[src/rtl/fu_div_iter.sv]
// Iterative integer divide unit: restoring radix-2, one quotient bit per cycle.
// Divide-by-zero and signed overflow resolve at issue without iterating.
module fu_div_iter #(
  parameter int XLEN  = 32,
  parameter int TAG_W = 5
) (
  input  logic             clk,
  input  logic             rst_n,
  input  logic             in_valid,
  output logic             in_ready,
  input  logic [1:0]       in_op,
  input  logic [XLEN-1:0]  in_rs1,
  input  logic [XLEN-1:0]  in_rs2,
  input  logic [TAG_W-1:0] in_tag,
  input  logic             flush,
  output logic             out_valid,
  input  logic             out_ready,
  output logic [XLEN-1:0]  out_data,
  output logic [TAG_W-1:0] out_tag,
  output logic             busy
);
  localparam int CW = $clog2(XLEN) + 1;
  localparam logic [XLEN-1:0]  ZERO_C    = {XLEN{1'b0}};
  localparam logic [XLEN-1:0]  ONES_C    = {XLEN{1'b1}};
  localparam logic [XLEN-1:0]  MIN_C     = {1'b1, {(XLEN-1){1'b0}}};
  localparam logic [TAG_W-1:0] TAG_ZERO_C = {TAG_W{1'b0}};
  localparam logic [CW-1:0]    CNT_ZERO_C = {CW{1'b0}};
  localparam logic [CW-1:0]    CNT_ONE_C  = {{(CW-1){1'b0}}, 1'b1};
  localparam logic [CW-1:0]    LAST_C     = CW'(XLEN - 1);

  typedef enum logic [1:0] {IDLE = 2'd0, CALC = 2'd1, DONE = 2'd2} state_t;

  function automatic logic [XLEN-1:0] neg_if(input logic [XLEN-1:0] v, input logic neg);
    return neg ? (~v + {{(XLEN-1){1'b0}}, 1'b1}) : v;
  endfunction

  state_t            state_r, state_nx_s;
  logic [CW-1:0]     cnt_r;
  logic [1:0]        op_r;
  logic [TAG_W-1:0]  tag_r;
  logic              neg_q_r, neg_r_r;
  logic [XLEN-1:0]   dvs_r, quot_r, rem_r;
  logic [XLEN-1:0]   out_data_r;
  logic [TAG_W-1:0]  out_tag_r;

  logic              accept_s, retire_s, sgn_s, a_neg_s, b_neg_s;
  logic              dz_s, ovf_s, special_s, ge_s, last_s;
  logic [XLEN-1:0]   spec_data_s, diff_s, rem_nx_s, quot_nx_s, fin_data_s;
  logic [XLEN:0]     shift_s;

  // Handshake, FSM next state and status outputs
  always_comb begin
    in_ready   = 1'b0;
    out_valid  = 1'b0;
    busy       = 1'b0;
    state_nx_s = state_r;
    in_ready   = !flush && ((state_r == IDLE) || ((state_r == DONE) && out_ready));
    out_valid  = (state_r == DONE);
    busy       = (state_r != IDLE);
    accept_s   = in_valid && in_ready;
    retire_s   = out_valid && out_ready;
    case (state_r)
      IDLE: begin
        if (accept_s) state_nx_s = special_s ? DONE : CALC;
        else          state_nx_s = IDLE;
      end
      CALC: begin
        if (last_s) state_nx_s = DONE;
        else        state_nx_s = CALC;
      end
      DONE: begin
        if (accept_s)      state_nx_s = special_s ? DONE : CALC;
        else if (retire_s) state_nx_s = IDLE;
        else               state_nx_s = DONE;
      end
      default: state_nx_s = IDLE;
    endcase
    if (flush) state_nx_s = IDLE;
    else       state_nx_s = state_nx_s;
  end

  // Operand classification and the special-case result chosen at issue
  always_comb begin
    sgn_s       = !in_op[0];
    a_neg_s     = sgn_s && in_rs1[XLEN-1];
    b_neg_s     = sgn_s && in_rs2[XLEN-1];
    dz_s        = (in_rs2 == ZERO_C);
    ovf_s       = sgn_s && (in_rs1 == MIN_C) && (in_rs2 == ONES_C);
    special_s   = dz_s || ovf_s;
    spec_data_s = ZERO_C;
    if (in_op[1]) spec_data_s = dz_s ? in_rs1 : ZERO_C;
    else          spec_data_s = dz_s ? ONES_C : in_rs1;
  end

  // One restoring step on magnitudes, plus the sign-fixed final result
  always_comb begin
    shift_s    = {rem_r, quot_r[XLEN-1]};
    ge_s       = (shift_s >= {1'b0, dvs_r});
    // when the subtract succeeds the difference is below the divisor, so XLEN bits suffice
    diff_s     = shift_s[XLEN-1:0] - dvs_r;
    rem_nx_s   = ge_s ? diff_s : shift_s[XLEN-1:0];
    quot_nx_s  = {quot_r[XLEN-2:0], ge_s};
    last_s     = (cnt_r == LAST_C);
    fin_data_s = ZERO_C;
    if (op_r[1]) fin_data_s = neg_if(rem_nx_s, neg_r_r);
    else         fin_data_s = neg_if(quot_nx_s, neg_q_r);
  end

  // FSM state register
  always_ff @(posedge clk or negedge rst_n) begin
    if (!rst_n) state_r <= IDLE;
    else        state_r <= state_nx_s;
  end

  // Datapath: capture at issue, iterate in CALC, publish on entry to DONE
  always_ff @(posedge clk or negedge rst_n) begin
    if (!rst_n) begin
      cnt_r <= CNT_ZERO_C;  op_r <= 2'b00;  tag_r <= TAG_ZERO_C;
      neg_q_r <= 1'b0;  neg_r_r <= 1'b0;
      dvs_r <= ZERO_C;  quot_r <= ZERO_C;  rem_r <= ZERO_C;
      out_data_r <= ZERO_C;  out_tag_r <= TAG_ZERO_C;
    end else if (flush) begin
      cnt_r <= CNT_ZERO_C;  out_data_r <= ZERO_C;  out_tag_r <= TAG_ZERO_C;
    end else if (accept_s) begin
      cnt_r      <= CNT_ZERO_C;
      op_r       <= in_op;
      tag_r      <= in_tag;
      neg_q_r    <= a_neg_s ^ b_neg_s;
      neg_r_r    <= a_neg_s;
      dvs_r      <= neg_if(in_rs2, b_neg_s);
      quot_r     <= neg_if(in_rs1, a_neg_s);
      rem_r      <= ZERO_C;
      out_data_r <= special_s ? spec_data_s : ZERO_C;
      out_tag_r  <= special_s ? in_tag : TAG_ZERO_C;
    end else if (state_r == CALC) begin
      quot_r <= quot_nx_s;
      rem_r  <= rem_nx_s;
      cnt_r  <= cnt_r + CNT_ONE_C;
      if (last_s) begin
        out_data_r <= fin_data_s;
        out_tag_r  <= tag_r;
      end
    end else if (retire_s) begin
      out_data_r <= ZERO_C;
      out_tag_r  <= TAG_ZERO_C;
    end
  end

  assign out_data = out_data_r;
  assign out_tag  = out_tag_r;
endmodule

[config.mk]
export PLATFORM = sky130hd
export DESIGN_NAME = fu_div_iter
export DESIGN_NICKNAME = d
export VERILOG_FILES = /design/src/rtl/fu_div_iter.sv
export SDC_FILE = /design/constraint.sdc
export NUM_CORES = 1
export LEC_CHECK = 0
export BUFFER_PORTS_ARGS = -buffer_cell sky130_fd_sc_hd__buf_2
export CELL_PAD_IN_SITES_DETAIL_PLACEMENT = 0
export CELL_PAD_IN_SITES_GLOBAL_PLACEMENT = 1
export CORE_ASPECT_RATIO = 1.25
export CORE_MARGIN = 8
export CORE_UTILIZATION = 46
export DETAILED_ROUTE_END_ITERATION = 7
export GPL_ROUTABILITY_DRIVEN = 0
export PLACE_DENSITY = 0.79
export SYNTH_ARGS = -nofsm -noshare
export SYNTH_HDL_FRONTEND = slang
export SYNTH_SLANG_ARGS = --single-unit
[constraint.sdc]
create_clock -name clk -period 6.6 [get_ports clk]
set_input_delay 0.33 -clock clk [delete_from_list [all_inputs] [get_ports clk]]
set_output_delay 0.33 -clock clk [all_outputs]
set_load 0.01 [all_outputs]
Yosys cells after proc, flatten, opt, wreduce, memory -nomap -nowiden
Index checks and enable logic that the tools add are counted.
Word-level totals
  memories kept: 0
  register bits after elaboration: 150
  output and inout bits: 40
  ROM bits: 0
  logic and storage cells: 85
  memory bits (writable): 0
  bits in latches: 0
Cells by class
  reductions and logical operators: 20
  shift operators: 0
  equal/unequal tests: 6
  add/sub/neg operators: 6
  div/mod/pow operators: 0
  mux-type cells: 35
  bitwise gates (word level): 6
  magnitude comparators: 1
  $mul: 0
Operators by type and width (number)
  32-bit 2-to-1 mux: 19
  32-bit by 1-bit adder with 32-bit output, second input constant: 4
  32-bit inverter: 4
  32-bit == test, second input constant: 2
  33-bit by 32-bit greater-or-equal comparator with 1-bit output: 1
  32-bit zero test: 1
  32-bit subtractor: 1
  5-bit 2-to-1 mux: 6
  6-bit 2-to-1 mux: 3
  2-bit 2-to-1 mux: 6
  1-bit logical AND: 7
  6-bit by 1-bit adder with 6-bit output, second input constant: 1
  6-bit by 5-bit == test with 1-bit output, second input constant: 1
  2-bit one-hot mux with 3 select lines: 1
  2-bit AND reduction: 3
  4-bit != test, second input constant: 1
  2-bit nonzero test: 2
  4-bit nonzero test: 1
  3-bit nonzero test: 1
  2-bit by 1-bit == test with 1-bit output, second input constant: 1
  2-bit == test, second input constant: 1
  1-bit zero test: 2
  2-bit zero test: 1
  1-bit logical OR: 2
  2 further kinds: 2

Longest topological paths before layout
  depth in word-level cells: 10
  depth in mapped cells: 25

Least setup slack after synthesis
OpenSTA, ideal clock, no wires.
  path kind: reg-to-reg
  start point: register rem_r[2]
  end point: register out_data_r[16], in the netlist out_data[16]
  setup time: 0.142 ns
  cell stages (with the launch flop): 25
  buffers on the path: 6
  clock period less this slack: 4.824 ns
  data arrival time: 4.681 ns
  slack: 1.776 ns
  cell sequence: dfrtp_1 > ha_1 > buf_2 > o21ai_2 > a211oi_2 > o211ai_1 > a21o_1 > buf_2 > nand3_1 > buf_2 > buf_2 > buf_2 > buf_4 > nand2_1 > o21ai_0 > ha_1 > nand2_1 > o21bai_1 > nor2_1 > or4b_2 > o22a_1 > o21ai_0 > xor2_1 > a21oi_1 > o221ai_1
Between the ends
  word-level cells in the longest chain between the ends: 10
  elaborated cells on any way between the ends: 14
  classes of those cells: 3 x add/sub; 1 x order compare; 8 x mux; 2 x bitwise
Ends and longest elaborated chain
  start: declaration: RTL line 42  | logic [XLEN-1:0] dvs_r, quot_r, rem_r;
  start signal: assignment: RTL line 137  | rem_r <= rem_nx_s;
  32-bit subtractor or 33-bit by 32-bit greater-or-equal comparator with 1-bit output (tied branches): RTL line 100, 98
  32-bit 2-to-1 mux: RTL line 101  | rem_nx_s = ge_s ? diff_s : shift_s[XLEN-1:0];
  32-bit inverter: RTL line 34  | return neg ? (~v + {{(XLEN-1){1'b0}}, 1'b1}) : v;
  32-bit by 1-bit adder with 32-bit output: RTL line 34
  32-bit 2-to-1 mux: RTL line 34
  32-bit 2-to-1 mux (*): RTL line 105  | if (op_r[1]) fin_data_s = neg_if(rem_nx_s, neg_r_r);
  32-bit 2-to-1 mux (*): RTL line 139  | if (last_s) begin
  32-bit 2-to-1 mux (*): RTL line 135  | end else if (state_r == CALC) begin
  32-bit 2-to-1 mux (*): RTL line 124  | end else if (accept_s) begin
  32-bit 2-to-1 mux (*): RTL line 122  | end else if (flush) begin
  end signal: assignment: RTL line 133  | out_data_r <= special_s ? spec_data_s : ZERO_C;
  end signal: assignment: RTL line 140  | out_data_r <= fin_data_s;
  end: declaration: RTL line 43  | logic [XLEN-1:0] out_data_r;
Mark *: on every way between the ends. The rest lies on a longest branch, timed or not. The select of a mux whose other input is x is not followed.
A chain may end at the register's enable or synchronous reset.

Worst setup path after layout
  start point: register rem_r[7]
  end point: register out_data_r[22], in the netlist out_data[22]
Same word-level chain as after synthesis.

==> metrics.txt <==
row count 67; Chip Height 200 µm; DR WL met3 2110 µm; CTS root buf clkbuf_16; R2R Setup Slk 1310 ps; vias in the first global route 11892; remaining antenna violation count 0; worst hold path class in2async; status finished with violations; syn avg cell area 7.86 µm²; clock slew at reported path FFs 70 ps; clock buffer depth 2; met2 WL 20800 µm; TritonRoute pass-1 iters 5; DRT iter0 DRCs 967; share of cells above drive strength 1 0.125; core area 26700 µm²; Pins Over Slew Limit 0; Die ar. 32500 µm²; count of flip-flops with a built-in enable after synthesis 0; yosys warns 0; failing checks hold timing; Port Buffers 115; Filler cells 2634; Slew headroom 0.190; PwrDens 233 nW/µm²; PostCTS Resize Cnt 0; register bit total from synthesis 149; post-place instance area 13200 µm²; Top delay family on crit path compound AO/OA/AOI/OAI gates; postcts setup bufs 0; Min Hold Slack -16.3 ps; Routed wire per std cell 21.7 µm; Worst Tran Pin Value 1210 ps; Crit Path Max Fanout 24; skew final 9.80 ps; Max stage delay cell, worst path dfrtp_1; vias per cell 6.21; final setup fails 0; Fin. Hold Viols 3; design area 13800 µm²; crit path capture type flop; critical path data arrival time 5590 ps; post-cts hold buffer count 0; Post-synth top flop dfrtp_1; vias 12351; period utilization 0.801; Crit path depth 18; RSZ-0062 raised after global routing false; Sequential Area 3730 µm²; fin nets 1745; Critical Path Start Type flop; WP buf/inv 1; area of the multi-input gates 8090 µm²; Synth Cell Area 12400 µm²; Peak VDD IR 132 µV; clk sinks 149; final core occ 0.518; Pleak 5.86 nW; Congestion Overflow GR 0; TNS Setup 0 ps; Ports 116; min cycle time layout 5290 ps; CP required 6900 ps; initial antenna violation count 1; CP peak stage delay 440 ps; crit-path cells ha_1 -> a21oi_1 -> o21ai_1 -> a221oi_2 -> a21o_1 -> nand3_2 -> inv_2 -> mux2i_1 -> ha_1 -> nand2_1 -> o21bai_1 -> a211oi_1 -> and4b_1 -> o2111ai_1 -> o21ai_0 -> xor2_1 -> a221oi_1 -> a211oi_1; Initial Utilization 0.465; max cap viols 0; DR DRC count 0; H-tree levels 4; hpwl dp 32300 µm; largest net degree at the start of global routing 97; chip width 163 µm; Synth Instances 1577; R2R cell count 18; routed length on met1 18400 µm; sequential area share after synthesis 0.301; top sig layer met5; Ant. Diodes 0; first-pass GRT wire length 67600 µm; total CTS buffers 17; fmax 189 MHz; ys async rst share 1.00; syn_nets 1692; Synth cell types 89; Total Routing Usage GR 0.265; kind of critical path reg2reg; clk_lat worst skew 450 ps; Routed WL 43200 µm; CTS tree yes; Area Overhead vs Synth 11.4%
## synth_stat cells (9+ instances only)
library cell,number,area share
inv_1,53,0.016
nand2_1,151,0.046
nand2b_1,21,0.011
a22oi_1,31,0.019
nor4_1,17,0.0086
a211oi_1,16,0.0097
clkbuf_1,74,0.022
nor3_1,48,0.019
nor2_1,150,0.045
buf_2,15,0.0061
xnor2_1,74,0.052
mux2i_1,38,0.031
a31oi_1,11,0.0056
a21oi_1,94,0.038
nand4_1,32,0.016
ha_1,38,0.038
and2_1,9,0.0045
a21o_1,11,0.0067
xor2_1,61,0.043
o211ai_1,14,0.0085
o21ai_0,173,0.070
dfrtp_1,149,0.30
o31ai_1,22,0.013
o22ai_1,14,0.0071
nor2b_1,10,0.0050
nand3_1,50,0.020
or3_1,19,0.0096
o41ai_1,14,0.0099
## path summary, 6_finish.rpt
check	startpoint	endpoint
max in group asynchronous	rst_n	out_data[27]
min	rst_n	out_tag[0]
min reg2reg	tag_r[1]	tag_r[1]
max reg2reg	rem_r[7]	out_data[22]
max	rem_r[7]	out_data[22]
min in group clk	in_tag[0]	tag_r[0]
## layout make-up
type / count / share of cell area
clock buffer: 18 / 0.0318
clock inverter: 14 / 0.0137
inverter: 54 / 0.0147
multi-input combinational: 1274 / 0.586
sequential: 149 / 0.270
tap: 345 / 0.0313
timing repair buffer: 134 / 0.0525
## cells in the final DEF, fill, tap and decap left out, types with 19 or more instances in the layout
cell type  count
o21ai_0      172
or3_1         19
buf_2        114
o31ai_1       22
nand3_1       49
ha_1          38
buf_4         19
nand2b_1      20
a22oi_1       31
a21oi_1       94
mux2i_1       38
nand2_1      150
inv_1         53
nand4_1       32
nor2_1       148
xnor2_1       74
dfrtp_1      149
xor2_1        61
nor3_1        47
## through the flow
step | hold slack, ps | setup WS, ps | power [W] | cells
4_1_cts | 31.9 | 1370 | 0.00321 | 1988
6_report | -16.3 | 1310 | 0.00322 | 1988
5_1_grt | 56.9 | 932 | 0.00338 | 1988
2_1_floorplan | 34.4 | 1780 | 0.00182 | 1577
3_5_place_dp | 465 | 1380 | 0.00214 | 1956
3_3_place_gp | 458 | 1670 | 0.00214 | 1956
## metal layers
layer  global-route usage  vias up
met2                0.443      423
met5                    0        -
met1                0.334     5992
li1                     -     5846
met4                0.124        2
met3               0.0342       88
## logic make-up (layout without fill, tap and decap cells)
group / count (synthesis) / count (layout) / synth area share
simple gates: 565 / 565 / 0.224
compound gates: 492 / 492 / 0.256
buf+inv: 154 / 220 / 0.0494
flops: 149 / 149 / 0.301
xor+xnor: 135 / 135 / 0.0954
mux: 43 / 43 / 0.0352
fa+ha+maj: 39 / 39 / 0.0400
## sequential cells by signal, indices dropped and copies added (netlist names)
signal    flops
cnt_r         6
quot_r       32
op_r          1
neg_r_r       1
rem_r        32
tag_r         5
out_data     32
dvs_r        32
state_r       2
out_tag       5
neg_q_r       1
## worst reg2reg max path: cells and delay by family, from the launching register on
family          cells  cell delay [ps]
compound gates     10             2660
xor+xnor            1              110
fa+ha+maj           2              690
buf+inv             1              380
flops               1              440
mux                 1              360
simple gates        3              500
## where the power goes
group | internal [W] | switching [W] | leakage [nW]
logic | 0.000374 | 0.000641 | 3.59
registers | 0.00101 | 0.000110 | 1.96
clock network | 0.000618 | 0.000461 | 0.302
Note: power is estimated with default switching activity, not from simulation.
